<file path="config.mk">
export PLATFORM = sky130hd
export DESIGN_NAME = caption_renderer
export DESIGN_NICKNAME = d
export VERILOG_FILES = /design/src/rtl/caption_renderer.sv
export SDC_FILE = /design/constraint.sdc
export NUM_CORES = 2
export LEC_CHECK = 0
export ABC_AREA = 1
export CAP_MARGIN = 25
export CORE_ASPECT_RATIO = 0.75
export CORE_MARGIN = 2
export CORE_UTILIZATION = 35
export DETAILED_ROUTE_END_ITERATION = 7
export DONT_BUFFER_PORTS = 1
export GPL_TIMING_DRIVEN = 0
export PLACE_DENSITY = 0.62
export SYNTH_ARGS = -nofsm -noshare
export SYNTH_HDL_FRONTEND = slang
export SYNTH_SLANG_ARGS = --single-unit
</file>
<file path="constraint.sdc">
create_clock -name clk -period 4.39 [get_ports clk]
set_input_delay 0.878 -clock clk [delete_from_list [all_inputs] [get_ports clk]]
set_output_delay 0.878 -clock clk [all_outputs]
set_load 0.01 [all_outputs]
</file>
<file path="src/rtl/caption_renderer.sv">
// caption_renderer: caption overlay producer. Tracks the pixel position from
// the video timing, reads characters from a double-buffered text RAM, fetches
// glyph rows from an external 8x8 font ROM and drives overlay_rgb/overlay_alpha.
// The overlay for an input pixel appears two cycles after it.
module caption_renderer #(
    parameter int unsigned H_ACTIVE = 240,
    parameter int unsigned V_ACTIVE = 160,
    parameter int unsigned COLS     = 30,
    parameter int unsigned ROWS     = 2,
    parameter int unsigned BOX_Y    = 136
) (
    input  logic                            clk,
    input  logic                            rst,
    input  logic                            vid_de_in,
    input  logic                            vid_hs_in,
    input  logic                            vid_vs_in,
    input  logic                            txt_we,
    input  logic [$clog2(COLS*ROWS)-1:0]    txt_addr,
    input  logic [7:0]                      txt_data,
    input  logic                            txt_commit,
    output logic                            txt_commit_pending,
    output logic [9:0]                      font_addr,
    input  logic [7:0]                      font_data,
    input  logic                            cfg_enable,
    input  logic                            cfg_bg_enable,
    input  logic [14:0]                     cfg_fg_rgb,
    input  logic [14:0]                     cfg_bg_rgb,
    output logic [14:0]                     overlay_rgb,
    output logic                            overlay_alpha
);

    localparam int unsigned CELLS = COLS * ROWS;
    localparam int unsigned AW    = $clog2(CELLS);
    // Box limits, clamped to the active area
    localparam int unsigned X_LIM = (COLS * 8 < H_ACTIVE) ? COLS * 8 : H_ACTIVE;
    localparam int unsigned Y_END = (BOX_Y + ROWS * 8 < V_ACTIVE) ? BOX_Y + ROWS * 8 : V_ACTIVE;

    // Position tracking and control state
    logic [7:0] x_cnt_q, x_cnt_d;
    logic [7:0] y_cnt_q, y_cnt_d;
    logic       de_prev_q, de_prev_d;
    logic       vs_prev_q, vs_prev_d;
    logic       locked_q, locked_d;
    logic       front_q, front_d;
    logic       pending_q, pending_d;

    // Text banks; bit 7 of a character code is never stored
    logic [6:0] bank0_q [CELLS];
    logic [6:0] bank0_d [CELLS];
    logic [6:0] bank1_q [CELLS];
    logic [6:0] bank1_d [CELLS];

    // Pipeline stages 1 and 2
    logic [9:0] font_addr_q, font_addr_d;
    logic [2:0] s1_bit_sel_q, s1_bit_sel_d;
    logic       s1_in_box_q, s1_in_box_d;
    logic       s1_blank_q, s1_blank_d;
    logic [2:0] s2_bit_sel_q, s2_bit_sel_d;
    logic       s2_in_box_q, s2_in_box_d;
    logic       s2_blank_q, s2_blank_d;

    // Stage-0 intermediates
    logic        vs_rise;
    logic        de_fall;
    logic [7:0]  y_off;
    logic [15:0] cell_idx;
    logic        in_box;
    logic [6:0]  char_code;
    logic        wr_ok;
    logic        glyph;
    logic        unused_c;

    assign unused_c = ^{vid_hs_in, txt_data[7]};

    // Next-state logic: counters, lock, bank control, stage-0 lookup, pipeline
    always_comb begin
        x_cnt_d      = x_cnt_q;
        y_cnt_d      = y_cnt_q;
        de_prev_d    = vid_de_in;
        vs_prev_d    = vid_vs_in;
        locked_d     = locked_q;
        front_d      = front_q;
        pending_d    = pending_q;
        bank0_d      = bank0_q;
        bank1_d      = bank1_q;
        font_addr_d  = font_addr_q;
        char_code    = 7'd0;

        vs_rise  = vid_vs_in & ~vs_prev_q;
        de_fall  = ~vid_de_in & de_prev_q;
        y_off    = y_cnt_q - 8'(BOX_Y);
        cell_idx = 16'(y_off[7:3]) * 16'(COLS) + 16'(x_cnt_q[7:3]);
        in_box   = vid_de_in & locked_q
                 & ({1'b0, x_cnt_q} < 9'(X_LIM))
                 & ({1'b0, y_cnt_q} >= 9'(BOX_Y))
                 & ({1'b0, y_cnt_q} < 9'(Y_END));

        // x restarts on every de=0 cycle, saturating
        if (!vid_de_in) begin
            x_cnt_d = 8'd0;
        end else if (x_cnt_q != 8'hFF) begin
            x_cnt_d = x_cnt_q + 8'd1;
        end

        // y clears on vs rise, counts de falling edges, saturating
        if (vs_rise) begin
            y_cnt_d = 8'd0;
        end else if (de_fall && (y_cnt_q != 8'hFF)) begin
            y_cnt_d = y_cnt_q + 8'd1;
        end

        if (vs_rise) begin
            locked_d = 1'b1;
        end

        // A commit coincident with vs rise swaps immediately
        if (vs_rise && (pending_q || txt_commit)) begin
            front_d   = ~front_q;
            pending_d = 1'b0;
        end else if (txt_commit) begin
            pending_d = 1'b1;
        end

        // Writes land in the back bank as seen after this edge
        wr_ok = txt_we & (16'(txt_addr) < 16'(CELLS));
        if (wr_ok) begin
            if (front_d) begin
                bank0_d[txt_addr] = txt_data[6:0];
            end else begin
                bank1_d[txt_addr] = txt_data[6:0];
            end
        end

        if (cell_idx < 16'(CELLS)) begin
            char_code = front_q ? bank1_q[cell_idx[AW-1:0]] : bank0_q[cell_idx[AW-1:0]];
        end

        if (in_box) begin
            font_addr_d = {char_code, y_off[2:0]};
        end
        s1_bit_sel_d = x_cnt_q[2:0];
        s1_in_box_d  = in_box;
        s1_blank_d   = (char_code == 7'd0);
        s2_bit_sel_d = s1_bit_sel_q;
        s2_in_box_d  = s1_in_box_q;
        s2_blank_d   = s1_blank_q;
    end

    // State registers with synchronous reset
    always_ff @(posedge clk) begin
        if (rst) begin
            x_cnt_q      <= 8'd0;
            y_cnt_q      <= 8'd0;
            de_prev_q    <= 1'b0;
            vs_prev_q    <= 1'b0;
            locked_q     <= 1'b0;
            front_q      <= 1'b0;
            pending_q    <= 1'b0;
            font_addr_q  <= 10'd0;
            s1_bit_sel_q <= 3'd0;
            s1_in_box_q  <= 1'b0;
            s1_blank_q   <= 1'b0;
            s2_bit_sel_q <= 3'd0;
            s2_in_box_q  <= 1'b0;
            s2_blank_q   <= 1'b0;
            for (int i = 0; i < int'(CELLS); i++) begin
                bank0_q[i] <= 7'd0;
                bank1_q[i] <= 7'd0;
            end
        end else begin
            x_cnt_q      <= x_cnt_d;
            y_cnt_q      <= y_cnt_d;
            de_prev_q    <= de_prev_d;
            vs_prev_q    <= vs_prev_d;
            locked_q     <= locked_d;
            front_q      <= front_d;
            pending_q    <= pending_d;
            font_addr_q  <= font_addr_d;
            s1_bit_sel_q <= s1_bit_sel_d;
            s1_in_box_q  <= s1_in_box_d;
            s1_blank_q   <= s1_blank_d;
            s2_bit_sel_q <= s2_bit_sel_d;
            s2_in_box_q  <= s2_in_box_d;
            s2_blank_q   <= s2_blank_d;
            bank0_q      <= bank0_d;
            bank1_q      <= bank1_d;
        end
    end

    // Stage-2 output mux, aligned with the font ROM read data
    always_comb begin
        overlay_alpha = 1'b0;
        overlay_rgb   = 15'd0;
        glyph         = ~s2_blank_q & font_data[3'd7 - s2_bit_sel_q];
        if (cfg_enable && s2_in_box_q) begin
            if (glyph) begin
                overlay_alpha = 1'b1;
                overlay_rgb   = cfg_fg_rgb;
            end else if (cfg_bg_enable) begin
                overlay_alpha = 1'b1;
                overlay_rgb   = cfg_bg_rgb;
            end
        end
    end

    assign font_addr          = font_addr_q;
    assign txt_commit_pending = pending_q;

endmodule

</file>
==> summary.md <==
| Metric | Value |
|---|---|
| Synth Instances | `6200` |
| Final Cycle Share | `1.03` |
| Synth area leaders | `dfxtp_1, nand2_1, nand3_1, a21oi_1, o21ai_0` |
| Ys async rst share | `0` |
| Synth warnings | `0` |
| Clock Tree Buf Depth | `3` |
| Cell area power density | `368 nW/um^2` |
| Cell Area, Synth | `41600 sq um` |
| Startpoint types | `flop` |
| Hold Path Class | `in2reg` |
| Vias | `49300` |
| Failing checks | `setup timing` |
| Min Clock Period, post-route | `4.53 ns` |
| Antenna violations before repair | `22` |
| Final Routed Wirelength | `261000 microns` |
| Sequential element share of the synthesized area | `0.424` |
| Static leakage | `16.5 nW` |
| Cell variety after synth | `39` |
| DP HPWL | `194000 microns` |
| Mean Syn Cell Area | `6.72 sq um` |
| Worst skew pair latency | `0.78 ns` |
| H-tree levels | `3` |
| Area Growth Syn to Fin | `16.8%` |
| Initial DRC Count | `9103` |
| Worst setup margin | `-0.137 ns` |
| DRC violations left | `0` |
| Footprint of the multi-input gates | `21100 sq um` |
| WP data arrival | `5.24 ns` |
| First-pass GRT wire length | `348000 microns` |
| Core Area | `118000 sq um` |
| Outcome | `complete, but fails checks` |
| CP max FO | `10` |
| Fin util | `0.412` |
| Gr ovfl total | `0` |
| GRT Overall Usage | `0.412` |
| Max Cap Viol | `0` |
| FF+latch count, synth | `881` |
| Worst-case vdd ir drop | `0.325 mV` |
| Cell Area, Placed | `44600 sq um` |
| Finished layout cell area | `48600 sq um` |
| Die Area | `122000 sq um` |
| Register clock-pin slew on the reported worst setup and hold paths | `0.06 ns` |
| Initial Util | `0.353` |
| Root buf cell | `clkbuf_16` |
| Top cell type by total area after synthesis | `dfxtp_1` |
| Die Ht | `303 microns` |
| Rows | `109` |
| Final Hold Violating Endpoints | `0` |
| Final #Nets | `6471` |
| Routed Antenna Nets | `0` |
| Vias in the first global route | `42400` |
| CTS Buf Count | `96` |
| Fillcell total | `12500` |
| Cells after DPL | `7816` |
| Slew headroom | `0.157` |
| Largest net degree at the start of global routing | `14` |
| Gpl congestion | `1.09` |
| Maximum clock frequency | `221 MHz` |
| Port-buffer cells | `0` |
| DRT Pass-1 Iters | `7` |
| DR vias/cell | `6.15` |
| Critical Path RT | `5.10 ns` |
| RSZ-0062 raised after global routing | `true` |
| Post-Syn Nets | `6288` |
| Routed len/inst | `32.5 microns` |
| Die width | `402 microns` |
| Synth cell count leaders | `nand2_1, nand3_1, a21oi_1` |
| Most common cell in the synthesized netlist | `nand2_1` |
| Final Power | `17.9 mW` |
| Ys flop type | `dfxtp_1` |
| Synth top area share | `0.424` |
| EDFF count, synth | `0` |
| I/O pin cnt | `88` |
| CP Capture Type | `flop` |
| Setup Skew | `0.0397 ns` |
| Max-slew violation count | `0` |
| Slew @ Worst Pin | `1.26 ns` |
| # clock sinks | `881` |
| FF-to-FF setup slack | `-0.14 ns` |
| CTS tree | `yes` |
| Register area | `17600 sq um` |
| Share of cells above drive strength 1 | `0.0900` |
| Crit Path Category | `reg2reg` |
| Endpoints failing setup | `1` |
| Non-filler instance count after layout | `8017` |
-- layout make-up --
class	count	area share
sequential	881	0.363
multi-input combinational	4519	0.435
clock inverter	36	0.00816
antenna	8	0.000412
inverter	274	0.0214
timing repair buffer	86	0.0270
buffer	525	0.0487
clock buffer	134	0.0565
tap	1554	0.0400
-- registers in the layout, indices dropped and copies added, names as in the netlist --
signal	cells
s2_in_box_q	1
s1_blank_q	1
s2_bit_sel_q	3
s2_blank_q	1
x_cnt_q	8
vs_prev_q	1
font_addr	10
front_q	1
s1_in_box_q	1
bank1_q	420
locked_q	1
bank0_q	420
s1_bit_sel_q	3
de_prev_q	1
y_cnt_q	8
txt_commit_pending	1
-- per-stage QoR --
step	hold WS, ns	setup slack (ns)	setup TNS (ns)
after floorplan	0.388	0.236	0
after CTS	0.242	0.0194	0
final	0.254	-0.137	-0.137
after global routing	0.264	-0.109	-0.201
after global placement	0.399	-1.52	-9.38
after detailed placement	0.395	-1.54	-9.59
-- logic make-up after synthesis --
group,Yosys count,share of synthesized area
simple gates,3193,0.327
compound gates,1285,0.157
flops,881,0.424
buf+inv,800,0.0796
fa+ha+maj,27,0.00938
xor+xnor,12,0.00252
mux,2,0.000481
-- power by group --
part           internal (mW)  total (mW)  switching, mW
Sequential              8.02        8.04         0.0152
Clock                   4.72        8.51           3.79
Combinational          0.232        1.36           1.13
-- cell usage in the layout (no fill, tap or decap), types with 25 or more instances in the layout --
master / n
buf_1: 59
buf_4: 26
o21ai_0: 266
nand2_1: 1755
nand3_1: 1199
inv_1: 257
nand2_2: 32
clkbuf_1: 253
buf_8: 55
buf_2: 202
o21ai_1: 25
clkbuf_16: 98
nor2_1: 139
dfxtp_1: 878
a21oi_1: 942
o211ai_1: 26
-- metal layers --
layer | vias to the layer above | wire, microns | global-route usage
li1 | 21000 | - | -
met1 | 23600 | 106000 | 0.577
met2 | 3994 | 94200 | 0.520
met3 | 739 | 43800 | 0.181
met4 | 20 | 16000 | 0.221
met5 | - | 356 | 0.00839
-- what timing repair did --
| action | CTS | global route |
|---|---|---|
| endpoints found under the setup margin | 8 | 8 |
| cloned | 1 | 0 |
| hold buffers | 0 | 0 |
| resized for setup | 116 | 32 |
| pin swaps | 25 | 15 |
| buffers inserted | 10 | 3 |
-- final timing paths --
| kind | startpoint | end | depth (start not counted) |
|---|---|---|---|
| hold / removal | vid_vs_in | vs_prev_q | 2 |
| setup reg to reg | y_cnt_q[3] | s1_blank_q | 18 |
| hold reg to reg | s1_bit_sel_q[2] | s2_bit_sel_q[2] | 2 |
| setup / recovery | y_cnt_q[3] | s1_blank_q | 18 |
-- worst max-delay path, cell delays in order (launching register included) --
cell,delay (ns)
dfxtp_4,0.38
clkinvlp_4,0.11
buf_4,0.17
ha_1,0.43
inv_1,0.17
buf_2,0.25
clkbuf_2,0.70
nand3_1,0.78
nand3_1,0.29
nand3_1,0.22
nand2_1,0.22
nand3_2,0.17
nand2_1,0.11
nand2_1,0.06
nand3_2,0.08
nand2_1,0.05
inv_1,0.06
nand2_2,0.06
nor2_4,0.12
No activity file was read; power rests on OpenSTA's default activity.
